File: config.mk
export PLATFORM = sky130hd
export DESIGN_NAME = lc3_execute
export DESIGN_NICKNAME = d
export VERILOG_FILES = /design/src/rtl/lc3_execute.sv
export SDC_FILE = /design/constraint.sdc
export NUM_CORES = 1
export LEC_CHECK = 0
export CORE_MARGIN = 5
export CORE_UTILIZATION = 46
export CTS_CLUSTER_SIZE = 24
export DETAILED_ROUTE_END_ITERATION = 10
export PLACE_DENSITY = 0.81
export REMOVE_ABC_BUFFERS = 1
export SETUP_SLACK_MARGIN = 0.4
export SYNTH_ARGS = -nofsm -noshare
export SYNTH_HDL_FRONTEND = slang
export SYNTH_SLANG_ARGS = --single-unit
File: constraint.sdc
create_clock -name clock -period 2.83 [get_ports clock]
set_input_delay 0.849 -clock clock [delete_from_list [all_inputs] [get_ports clock]]
set_output_delay 0.849 -clock clock [all_outputs]
set_load 0.01 [all_outputs]
File: src/rtl/lc3_execute.sv
// -----------------------------------------------------------------------------
// lc3_execute
//
// LC-3 execute stage, placed directly after the decode unit. Each enabled
// cycle it computes the ALU result, the address-adder result (effective or
// branch target address), the branch NZP mask, the destination register and
// the store data. All of these are registered for the memory and writeback
// stages. The register-file source indices sr1/sr2 are driven
// combinationally from the incoming IR.
//
// Optional feature (macro EXEC_BYPASS_EN):
//   defined   - operand forwarding muxes are built. bypass_alu_n forwards the
//               current aluout and has priority. Otherwise bypass_mem_n
//               forwards Mem_Bypass_Val. With neither set, the register-file
//               value is used.
//   undefined - op1 = VSR1 and op2 = VSR2. The bypass inputs remain on the
//               port list but have no effect.
//
// Ports:
//   clock            in   stage clock; all state changes on its rising edge
//   reset            in   asynchronous, active-low reset
//   enable_execute   in   registered outputs load only when this is high
//   IR               in   instruction from decode
//   npc_in           in   PC+1 from decode
//   E_Control        in   [5:4] alu_control, [3:2] pcselect1,
//                         [1] pcselect2, [0] op2select
//   Mem_Control_in   in   memory control, passed through
//   W_Control_in     in   writeback control, passed through
//   VSR1, VSR2       in   register-file values for sr1 / sr2
//   bypass_alu_1/2   in   forward aluout to operand 1 / 2
//   bypass_mem_1/2   in   forward Mem_Bypass_Val to operand 1 / 2
//   Mem_Bypass_Val   in   value forwarded from the memory stage
//   aluout           out  registered ALU result
//   pcout            out  registered address-adder result
//   M_Data           out  registered store data (operand 2 after bypass)
//   dr               out  registered destination register
//   NZP              out  registered branch condition mask
//   IR_Exec          out  registered IR
//   Mem_Control_out  out  registered copy of Mem_Control_in
//   W_Control_out    out  registered copy of W_Control_in
//   sr1, sr2         out  combinational source register indices
// -----------------------------------------------------------------------------
module lc3_execute #(
    parameter int DATA_W = 16
) (
    input  logic              clock,
    input  logic              reset,
    input  logic              enable_execute,
    input  logic [DATA_W-1:0] IR,
    input  logic [DATA_W-1:0] npc_in,
    input  logic [5:0]        E_Control,
    input  logic              Mem_Control_in,
    input  logic [1:0]        W_Control_in,
    input  logic [DATA_W-1:0] VSR1,
    input  logic [DATA_W-1:0] VSR2,
    input  logic              bypass_alu_1,
    input  logic              bypass_alu_2,
    input  logic              bypass_mem_1,
    input  logic              bypass_mem_2,
    input  logic [DATA_W-1:0] Mem_Bypass_Val,
    output logic [DATA_W-1:0] aluout,
    output logic [DATA_W-1:0] pcout,
    output logic [DATA_W-1:0] M_Data,
    output logic [2:0]        dr,
    output logic [2:0]        NZP,
    output logic [DATA_W-1:0] IR_Exec,
    output logic              Mem_Control_out,
    output logic [1:0]        W_Control_out,
    output logic [2:0]        sr1,
    output logic [2:0]        sr2
);

    // Opcodes that the execute stage has to tell apart.
    localparam logic [3:0] OP_BR  = 4'b0000;
    localparam logic [3:0] OP_ADD = 4'b0001;
    localparam logic [3:0] OP_LD  = 4'b0010;
    localparam logic [3:0] OP_ST  = 4'b0011;
    localparam logic [3:0] OP_AND = 4'b0101;
    localparam logic [3:0] OP_LDR = 4'b0110;
    localparam logic [3:0] OP_STR = 4'b0111;
    localparam logic [3:0] OP_NOT = 4'b1001;
    localparam logic [3:0] OP_LDI = 4'b1010;
    localparam logic [3:0] OP_STI = 4'b1011;
    localparam logic [3:0] OP_JMP = 4'b1100;
    localparam logic [3:0] OP_LEA = 4'b1110;

    // Sign-extension helpers for the IR immediate and offset fields.
    function automatic logic [DATA_W-1:0] sext5(input logic [4:0] v);
        return {{(DATA_W-5){v[4]}}, v};
    endfunction

    function automatic logic [DATA_W-1:0] sext6(input logic [5:0] v);
        return {{(DATA_W-6){v[5]}}, v};
    endfunction

    function automatic logic [DATA_W-1:0] sext9(input logic [8:0] v);
        return {{(DATA_W-9){v[8]}}, v};
    endfunction

    function automatic logic [DATA_W-1:0] sext11(input logic [10:0] v);
        return {{(DATA_W-11){v[10]}}, v};
    endfunction

    // Decoded fields of the control word.
    logic [3:0]        opcode_s;
    logic [1:0]        alu_control_s;
    logic [1:0]        pcselect1_s;
    logic              pcselect2_s;
    logic              op2select_s;

    // Datapath intermediates.
    logic [DATA_W-1:0] op1_s;
    logic [DATA_W-1:0] op2_s;
    logic [DATA_W-1:0] alu_b_s;
    logic [DATA_W-1:0] alu_res_s;
    logic [DATA_W-1:0] addr1_s;
    logic [DATA_W-1:0] addr2_s;
    logic [DATA_W-1:0] pc_res_s;
    logic [2:0]        nzp_s;
    logic [2:0]        dr_s;
    logic [2:0]        sr2_s;

    // Pipeline registers.
    logic [DATA_W-1:0] aluout_r;
    logic [DATA_W-1:0] pcout_r;
    logic [DATA_W-1:0] m_data_r;
    logic [2:0]        dr_r;
    logic [2:0]        nzp_r;
    logic [DATA_W-1:0] ir_exec_r;
    logic              mem_control_r;
    logic [1:0]        w_control_r;

    assign opcode_s      = IR[15:12];
    assign alu_control_s = E_Control[5:4];
    assign pcselect1_s   = E_Control[3:2];
    assign pcselect2_s   = E_Control[1];
    assign op2select_s   = E_Control[0];

    assign sr1 = IR[8:6];
    assign sr2 = sr2_s;

    // Source 2 index: register-form ALU ops use IR[2:0]; stores read the
    // data register from IR[11:9].
    always_comb begin
        sr2_s = 3'b000;
        case (opcode_s)
            OP_ADD, OP_AND, OP_NOT: sr2_s = IR[2:0];
            OP_ST,  OP_STR, OP_STI: sr2_s = IR[11:9];
            default:                sr2_s = 3'b000;
        endcase
    end

`ifdef EXEC_BYPASS_EN
    // Operand forwarding. When both paths are requested the ALU path wins,
    // because it carries the younger result.
    always_comb begin
        op1_s = VSR1;
        op2_s = VSR2;
        if (bypass_alu_1) begin
            op1_s = aluout_r;
        end else if (bypass_mem_1) begin
            op1_s = Mem_Bypass_Val;
        end else begin
            op1_s = VSR1;
        end
        if (bypass_alu_2) begin
            op2_s = aluout_r;
        end else if (bypass_mem_2) begin
            op2_s = Mem_Bypass_Val;
        end else begin
            op2_s = VSR2;
        end
    end
`else
    // No forwarding: operands come straight from the register file.
    assign op1_s = VSR1;
    assign op2_s = VSR2;

    // The bypass ports stay on the interface but have no effect.
    logic unused_bypass_s;
    assign unused_bypass_s = ^{bypass_alu_1, bypass_alu_2, bypass_mem_1,
                               bypass_mem_2, Mem_Bypass_Val};
`endif

    // ALU: operand B is either op2 or the sign-extended imm5 field.
    always_comb begin
        alu_b_s   = op2select_s ? op2_s : sext5(IR[4:0]);
        alu_res_s = {DATA_W{1'b0}};
        case (alu_control_s)
            2'b00:   alu_res_s = op1_s + alu_b_s;
            2'b01:   alu_res_s = op1_s & alu_b_s;
            2'b10:   alu_res_s = ~op1_s;
            2'b11:   alu_res_s = {DATA_W{1'b0}};
            default: alu_res_s = {DATA_W{1'b0}};
        endcase
    end

    // Address adder: an offset field (or zero) added to the PC or to a base
    // register.
    always_comb begin
        addr1_s = {DATA_W{1'b0}};
        case (pcselect1_s)
            2'b00:   addr1_s = sext11(IR[10:0]);
            2'b01:   addr1_s = sext9(IR[8:0]);
            2'b10:   addr1_s = sext6(IR[5:0]);
            2'b11:   addr1_s = {DATA_W{1'b0}};
            default: addr1_s = {DATA_W{1'b0}};
        endcase
        addr2_s  = pcselect2_s ? npc_in : op1_s;
        pc_res_s = addr1_s + addr2_s;
    end

    // Branch mask: BR uses its nzp field. JMP is an unconditional branch,
    // so its mask is all ones.
    always_comb begin
        nzp_s = 3'b000;
        case (opcode_s)
            OP_BR:   nzp_s = IR[11:9];
            OP_JMP:  nzp_s = 3'b111;
            default: nzp_s = 3'b000;
        endcase
    end

    // Destination register, only for instructions that write the register file.
    always_comb begin
        dr_s = 3'b000;
        case (opcode_s)
            OP_ADD, OP_AND, OP_NOT, OP_LD,
            OP_LDR, OP_LDI, OP_LEA: dr_s = IR[11:9];
            default:                dr_s = 3'b000;
        endcase
    end

    // Execute-to-memory pipeline registers. They load only on enabled cycles.
    always_ff @(posedge clock or negedge reset) begin
        if (!reset) begin
            aluout_r      <= {DATA_W{1'b0}};
            pcout_r       <= {DATA_W{1'b0}};
            m_data_r      <= {DATA_W{1'b0}};
            dr_r          <= 3'b000;
            nzp_r         <= 3'b000;
            ir_exec_r     <= {DATA_W{1'b0}};
            mem_control_r <= 1'b0;
            w_control_r   <= 2'b00;
        end else if (enable_execute) begin
            aluout_r      <= alu_res_s;
            pcout_r       <= pc_res_s;
            m_data_r      <= op2_s;
            dr_r          <= dr_s;
            nzp_r         <= nzp_s;
            ir_exec_r     <= IR;
            mem_control_r <= Mem_Control_in;
            w_control_r   <= W_Control_in;
        end else begin
            aluout_r      <= aluout_r;
            pcout_r       <= pcout_r;
            m_data_r      <= m_data_r;
            dr_r          <= dr_r;
            nzp_r         <= nzp_r;
            ir_exec_r     <= ir_exec_r;
            mem_control_r <= mem_control_r;
            w_control_r   <= w_control_r;
        end
    end

    assign aluout          = aluout_r;
    assign pcout           = pcout_r;
    assign M_Data          = m_data_r;
    assign dr              = dr_r;
    assign NZP             = nzp_r;
    assign IR_Exec         = ir_exec_r;
    assign Mem_Control_out = mem_control_r;
    assign W_Control_out   = w_control_r;

endmodule

==> summary by stage, run 1 <==
Outcome
The run finished with clean final reports.

STA
Derived from the worst setup path, the maximum achievable clock frequency is 358 MHz. Setup violations remaining at the end of the flow were counted as 0. The shortest period the worst path allows is 2.80 ns. The share of the cycle needed by the critical path after routing is 98.8%. The final setup skew is 0 ns. Hold is met by 0.498 ns. Setup repair after global routing could not meet its margin everywhere. The hold violation total from the final report was 0. For the pin with the worst max-slew slack, the measured transition is 0.970 ns.

Headroom to the max-slew limit came out at 35.3%. The total count of max-transition violations in the final report is 0.

Routing
The via total after detailed routing is 5810. Once detail routing completed, the nets flagged for antenna violations numbered 0. The residual DRC count is 0.

Using the TritonRoute via totals, the vias-per-cell ratio works out to 5.93. In the final routed layout, each cell accounts on average for 22.2 um. The total routed wirelength is 21.7 mm.

The number of DRC markers after the initial detailed-route iteration is 500. The count of TritonRoute iterations in the first routing pass is 5.

Power
The leakage dissipation is 3.99 nW. The cell-internal power is 2.67 mW. The net switching fraction of the power is 36.2%. The highest ir drop seen on vdd is 0.400 mV. The power density of the placed cells is 464 mW/mm2. For this design the total switching power over the nets is 1.51 mW. The combinational fraction of design power is 49.8%.

The sequential fraction of design power is 30.8%. The clock network burns 19.4% of the power.

Synthesis
The share of Yosys cell area claimed by the top area cell type is 36.7%. Sorting the synthesized cells by how often they occur yields 73 x sky130_fd_sc_hd__dfrtp_1, 64 x sky130_fd_sc_hd__mux2_2, 54 x sky130_fd_sc_hd__nand2_1, 51 x sky130_fd_sc_hd__nor2_1, 37 x sky130_fd_sc_hd__a21oi_1. After Yosys synthesis, and, or, nand and nor cells account for 14.0% of the synthesized area. In this run the cell area of the synthesized design comes to 0.00498 mm2. By area the synthesized netlist is led by sky130_fd_sc_hd__dfrtp_1 37%, sky130_fd_sc_hd__mux2_2 14%, sky130_fd_sc_hd__ha_1 7.8%.

Summing the areas of all compound-gate instances in the mapped netlist gives 17.2% of the synthesized area. The synthesized-area fraction occupied by xor and xnor cells is 3.34%. The number of unique standard cell types used by synthesis is 49. The flip-flop and latch count after synthesis is 73. By area, the combinational part of the netlist is dominated by compound AO/OA/AOI/OAI gates.

The sequential-to-total area share from yosys stat is 36.7%. For this run, the leading register cell type out of synthesis is sky130_fd_sc_hd__dfrtp_1. Measured against the total synthesized area, the mux share comes to 16.6%. The library cell with the highest instance count after synthesis is sky130_fd_sc_hd__dfrtp_1. The average size of a mapped cell is 9.39 um2. Synthesis produced 530 cells.

The number of flops mapped to enable cells by yosys is 0. The number of warnings issued by yosys is 0. The top cell type by total area after synthesis is sky130_fd_sc_hd__dfrtp_1.

The adder and majority cell fraction of the synthesized area is 8.60%. The async set or reset register ratio after synthesis is 100%.

GRT
The initial antenna violation count is 1. Global routing finished with a remaining overflow of 0. The first-pass GRT wire length is 30.8 mm. The maximum number of pins on one net before global-route repair is 74. The number of global-route vias before repair is 5986.

The global router's overall resource usage is 30.1%.

Die
The floorplan step defined a die boundary enclosing 0.0130 mm2. Row generation in the floorplan step produced 38 rows. For this configuration, the core starts out at a cell density of 46.3%. The top-level I/O count is 175. The width of the die is 114 um.

The region available for standard cell placement spans 0.0107 mm2. The y dimension of the die is 114 um.

Critical path
The largest single stage delay on the critical path is 0.37 ns. Data on the critical path is required at its endpoint by 3.09 ns. At the worst endpoint, the arrival time is 3.06 ns. STA classifies the critical path startpoint as an input port. The endpoint kind of the worst setup timing path is a flip-flop. The worst-case reg-to-reg path depth is 5. On the critical path the largest part of the delay comes from compound AO/OA/AOI/OAI gates. The startpoint-to-endpoint class of the critical path is input port to flip-flop. The highest-delay cell along the critical path is sky130_fd_sc_hd__fa_2.

The critical register-to-register path startpoint is aluout[14]. The logic depth of the worst setup path including buffers is 12. Traced cell by cell, the critical path runs through buf_8 -> nand2_8 -> and2_4 -> ha_4 -> fa_2 -> a211oi_4 -> nor2_2 -> o31ai_2 -> buf_4 -> o31a_1 -> xnor2_1 -> mux2_2.

The number of buffers and inverters on the critical path is 2. In this run the worst path has a maximum fanout of 5. The source of the critical timing path is E_Control[3].

Cells and area
The fraction of layout cells with a size suffix above 1 is 46.8%. The net count reported at finish is 962. In the final layout, the multi-input gates occupy 0.00386 mm2. Once layout is complete, the utilization of the core stands at 83.9%. The sequential cells in the finished layout cover a total of 0.00183 mm2. Fill cells in the final layout number 578. The area growth from synthesis to layout is 81.1%.

Clock tree
The count of H-tree levels built during CTS is 3. The post-CTS clock slew at the launch and capture registers of the worst setup and hold paths is 0.09 ns. The total number of clock tree sinks is 73. The TritonCTS clock tree is yes. The longest clock path from root to sink contains 2 buffers. The number of buffers added by the clock tree synthesis step is 9. CTS placed an instance of sky130_fd_sc_hd__clkbuf_8 at the clock tree root.

The number of hold-repair buffers added at the cts stage is 0. For the worst-skew pair, the clock arrives at the later sink with an insertion delay of 0.37 ns.

Hold path
The tightest min-delay check is of the flip-flop to flip-flop type. Counting instances, the worst hold path has a depth of 1. The launch point of the worst hold path is pcout[4].

Placed design
The placed wire-length estimate is 12.9 mm. The weighted congestion reported at the end of routability-driven placement is 0.866. Buffers placed on the I/O ports in this run total 154.

Job
The number of maximum-capacitance constraint violations is 0.
[through the flow]
stage,instance area [um2],TNS [ns],std cells,setup slack [ns],power [mW]
2_1_floorplan,4850,-0.882,500,-0.165,1.97
5_1_grt,9010,-0.0332,979,-0.0332,4.33
4_1_cts,8610,0,963,0.161,3.91
3_5_place_dp,7520,-21.35,920,-1.15,2.87
6_report,9010,0,979,0.0342,4.18
3_3_place_gp,7520,-19.43,920,-0.989,2.81
[placed cells by master, fill, tap and decap left out, types with 10 or more instances in the layout]
cell type                         instances
sky130_fd_sc_hd__ha_4                    25
sky130_fd_sc_hd__mux2_4                  16
sky130_fd_sc_hd__inv_1                   12
sky130_fd_sc_hd__o21ai_0                 20
sky130_fd_sc_hd__buf_6                   24
sky130_fd_sc_hd__a21oi_2                 10
sky130_fd_sc_hd__dfrtp_1                 73
sky130_fd_sc_hd__o21ai_2                 11
sky130_fd_sc_hd__o211ai_1                10
sky130_fd_sc_hd__dlygate4sd2_1           19
sky130_fd_sc_hd__nand3_1                 11
sky130_fd_sc_hd__nand2_2                 11
sky130_fd_sc_hd__a21oi_1                 21
sky130_fd_sc_hd__nor2_1                  42
sky130_fd_sc_hd__xnor2_1                 11
sky130_fd_sc_hd__buf_4                  141
sky130_fd_sc_hd__mux2_2                  49
sky130_fd_sc_hd__clkdlybuf4s50_1        101
sky130_fd_sc_hd__nand2_1                 37
[power by group through the flow]
stage / registers (mW) / logic (mW) / clock network (mW)
4_1_cts: 1.28 / 1.83 / 0.795
2_1_floorplan: 1.37 / 0.604 / 0
3_5_place_dp: 1.30 / 1.57 / 0
6_report: 1.29 / 2.08 / 0.809
3_3_place_gp: 1.29 / 1.52 / 0
5_1_grt: 1.30 / 2.19 / 0.841
[routing by layer]
layer / share of wire, % / track usage (%) / up-vias
met3: 7.8 / 7.00 / 97
met2: 52 / 54.5 / 342
met4: 5.0 / 12.5 / 0
met1: 35 / 33.8 / 2858
li1: - / - / 2513
met5: 0 / 0 / -
[worst paths after layout]
| path | to | slack [ns] |
|---|---|---|
| hold reg to reg | pcout[4] | 0.50 |
| hold / removal | pcout[4] | 0.50 |
| min in group asynchronous | aluout[1] | 0.61 |
| setup / recovery | pcout[14] | 0.03 |
| max in group asynchronous | pcout[9] | 1.57 |
| setup reg to reg | aluout[14] | 1.44 |
[cells by family after synthesis]
| logic type | Yosys count |
|---|---|
| and+or+nand+nor | 156 |
| AOI/OAI and AO/OA | 131 |
| buffers and inverters | 44 |
| DFF | 73 |
| xor gates and xnor gates | 19 |
| muxes | 74 |
| adders and majority gates | 33 |
[worst reg2reg max path: stages (launching register included)]
cell and delay (ns):
sky130_fd_sc_hd__dfrtp_1 0.43, sky130_fd_sc_hd__nor2_1 0.19, sky130_fd_sc_hd__nor2_1 0.08, sky130_fd_sc_hd__o211ai_1 0.11, sky130_fd_sc_hd__mux2i_1 0.11, sky130_fd_sc_hd__or3_1 0.36
[flip-flops by register name, indices dropped and copies added (netlist names)]
| name | flops |
|---|---|
| aluout | 16 |
| IR_Exec | 16 |
| M_Data | 16 |
| NZP | 3 |
| W_Control_out | 2 |
| dr | 3 |
| Mem_Control_out | 1 |
| pcout | 16 |
[final cells by class]
| type | count | area share (%) |
|---|---|---|
| flip-flops and latches | 73 | 20.3 |
| diodes | 1 | 0.0278 |
| inverters | 14 | 0.583 |
| repair buffers | 322 | 32.4 |
| multi-input cells | 413 | 42.8 |
| clock inverters | 7 | 0.625 |
| clock buffers | 9 | 1.37 |
| well taps | 140 | 1.94 |
[timing repair]
action,4_1_cts,5_1_grt
setup endpoints to repair,34,27
hold endpoints to repair,0,0
cloned,1,0
buffers inserted,26,15
pin swaps,72,59
resized for setup,263,73
Note: power is estimated with default switching activity, not from simulation.
==> run 2, diff against run 1 <==
CORE_UTILIZATION = 50   (was 46)
PLACE_DENSITY = 0.88   (was 0.81)
==> run 2 against run 1 <==
The flow now finishes with violations (negative setup slack). Sequential share of layout area rose by 0.29 points. Total power is 3.0% higher. First-iteration DRC count increased by 68%. Global-route usage rose by 4.5 points. Via count grew 10%. Wire length rose by 23%. Count of clock-buffer cells in the layout is the same. Setup slack worse by 0.14 ns. Design area is 1.4% lower. Die area shrank 7.3%. Critical path type unchanged. Largest cell class unchanged.
==> summary by stage, run 2 (same netlist as run 1, synthesis figures left out) <==
Routing
The first routing iteration left 842 violations. Before antenna repair, the detailed router went through 7 iterations. Once detail routing completed, the nets flagged for antenna violations numbered 0. The residual DRC count is 0. After detailed routing, the average wire length per cell comes to 27.9 um. Wires add up to 26.8 mm. The vias per cell is 6.69. The via total after detailed routing is 6416.

Die
The effective utilization at floorplan is 51.2%. The floorplan step set the die height to 110 um. The total number of placement rows is 36.

The die footprint is 0.0120 mm2. The width of the die is 110 um. The core region is 0.00973 mm2. The top-level I/O count is 175.

Cells and area
Leaving out fill and tap cells, the most frequent cells in the layout are 133 x sky130_fd_sc_hd__buf_4, 98 x sky130_fd_sc_hd__clkdlybuf4s50_1, 73 x sky130_fd_sc_hd__dfrtp_1, 50 x sky130_fd_sc_hd__mux2_2, 42 x sky130_fd_sc_hd__nor2_1. The library cell used most frequently in the layout, excluding fill and tap cells, is sky130_fd_sc_hd__buf_4. The total non-filler cell area in the finished layout is 0.00889 mm2.

The number of non-filler instances in the completed layout is 959. The net count reported at finish is 949. The fraction of layout cells with a size suffix above 1 is 47.9%. The area growth from synthesis to layout is 78.6%. The final standard cell utilization of the core is 91.4%.

STA
Clock skew on the completed layout was measured at 0 ns. In the finished design, the share of the clock period the worst path needs comes to 104%. Based on the critical path, the design can be clocked at up to 341 MHz.

Headroom to the max-slew limit came out at 31.7%. The shortest period the worst path allows is 2.93 ns. Setup repair after global routing could not meet its margin everywhere. For the pin with the worst max-slew slack, the measured transition is 1.02 ns. The setup slack of the critical path after layout is -0.103 ns. The total count of max-transition violations in the final report was 0.

The hold violation total from the final report is 0. The tightest hold margin is 0.515 ns. The final count of negative-setup-slack endpoints is 1.

GRT
The remaining global-route overflow is 0. Entering global routing, the biggest net connects 74 pins. The number of global-route vias before repair was 6036. The first global-routing pass estimated 32.0 mm of wire. The initial antenna violation count is 2. In the global route stage, overall resource usage came out at 34.6%.

Job
The number of maximum-capacitance constraint violations is 0.

Clock tree
CTS built an H-tree with a depth of 3. The total number of clock tree sinks is 73. The number of buffers added by the clock tree synthesis step is 9. The post-CTS clock slew at the launch and capture registers of the worst setup and hold paths is 0.10 ns. The insertion delay to the later sink of the worst-skew pair is 0.38 ns.

The TritonCTS clock tree is yes. The worst-case clock buffer depth is 2. The tree is rooted in a sky130_fd_sc_hd__clkbuf_8.

Power
The net switching fraction of the power is 38.3%. The cell-internal power is 2.65 mW. The reported net switching power is 1.65 mW.

After layout, the design draws a total of 4.31 mW. The combinational fraction of design power is 50.4%. The clock share of power is 19.3%. IR analysis of the VDD net gives a maximum drop of 0.393 mV.

The leakage dissipation is 3.92 nW. Sequential cells burn 30.3% of the power. Power spread over the standard cell area amounts to 484 mW/mm2.

Critical path
The critical path contains buffers and inverters numbering 4 combined. Walking the worst path, the cells encountered are buf_12 -> buf_8 -> buf_6 -> buf_6 -> nand2_2 -> nand2_2 -> ha_4 -> a21oi_2 -> o21ai_1 -> a31oi_1 -> nand2_1 -> mux2i_1 -> or3_1. The required time reported for the critical path endpoint is 3.09 ns. The setup path with the least slack is of type input port to flip-flop. The slowest stage of the critical path is the sky130_fd_sc_hd__or3_1 cell. The endpoint kind of the worst setup timing path is a flip-flop. Grouping stages by cell kind, the critical path spends the most delay in simple AND/OR/NAND/NOR gates. The largest fanout on the critical path is 6. STA puts the critical path data arrival time at 3.19 ns.

The delay of the slowest cell on the worst path is 0.36 ns. The startpoint kind of the worst setup timing path is an input port.

Outcome
The run finished, with violations left. The checks that failed: negative setup slack.

Placed design
The wire-length estimate of the detail-placed layout is 13.0 mm. In this run the cell area measured after placement is 0.00750 mm2. The congestion estimate from routability-driven global placement came to 0.908.

The post-placement cell count is 909. Buffers placed on the I/O ports in this run total 154.

Hold path
The classification of the worst-slack hold path is flip-flop to flip-flop.
## run 2: changes by cell type in the layout (fill, tap and decap cells not counted), sizes merged
cell           change
dlygate4sd2        +3
inv                +1
clkbuf             +3
clkdlybuf4s15      -7
clkdlybuf4s50      -3
dlymetal6s2s       +1
buf               -10
clkinv             -3
clkinvlp           +2
## run 2: cell type report
cell class,count,area (um2)
Multi-Input combinational cell,413,3910
Timing Repair Buffer,309,2760
Sequential cell,73,1830
Fill cell,360,841
Tap cell,133,166
Clock buffer,9,124
Inverter,14,55.1
Clock inverter,7,53.8
Antenna cell,1,2.50
## run 2: path summary, 6_finish.rpt
kind / startpoint / endpoint / slack [ns] / cells past startpoint
min in group asynchronous: reset / dr[2] / 0.59 / 1
hold reg to reg: M_Data[9] / M_Data[9] / 0.51 / 1
max in group asynchronous: reset / M_Data[5] / 1.51 / 1
setup / recovery: E_Control[0] / aluout[14] / -0.10 / 13
setup reg to reg: aluout[14] / aluout[14] / 1.26 / 5
hold / removal: M_Data[9] / M_Data[9] / 0.51 / 1
## run 2: metrics by stage
step                      TNS (ns)  setup slack, ns
final                       -0.103           -0.103
after global routing        -0.343           -0.170
after CTS                        0            0.170
after detailed placement    -20.20           -0.967
after global placement      -18.91           -0.881
after floorplan             -0.882           -0.165
## run 2: timing repair
action | 4_1_cts | 5_1_grt
endpoints found under the setup margin | 34 | 27
setup buffers | 21 | 12
pin swaps | 79 | 60
hold buffers | 0 | 0
resized for setup | 259 | 98
## run 2: per-layer routing
layer	share of wire, %	vias to the layer above	wire (um)	global-route usage, %
met4	10	4	2680	15.6
met2	46	641	12400	63.5
li1	-	2492	-	-
met3	11	248	2970	5.99
met1	33	3031	8700	38.9
met5	0.20	-	53	0
## run 2: power groups by stage
stage               Combinational (mW)  Clock, mW  Sequential [mW]
detailed placement                1.56          0             1.30
global placement                  1.52          0             1.29
CTS                               1.81      0.782             1.28
finish                            2.17      0.829             1.31
global route                      2.27      0.859             1.32
floorplan                        0.604          0             1.37
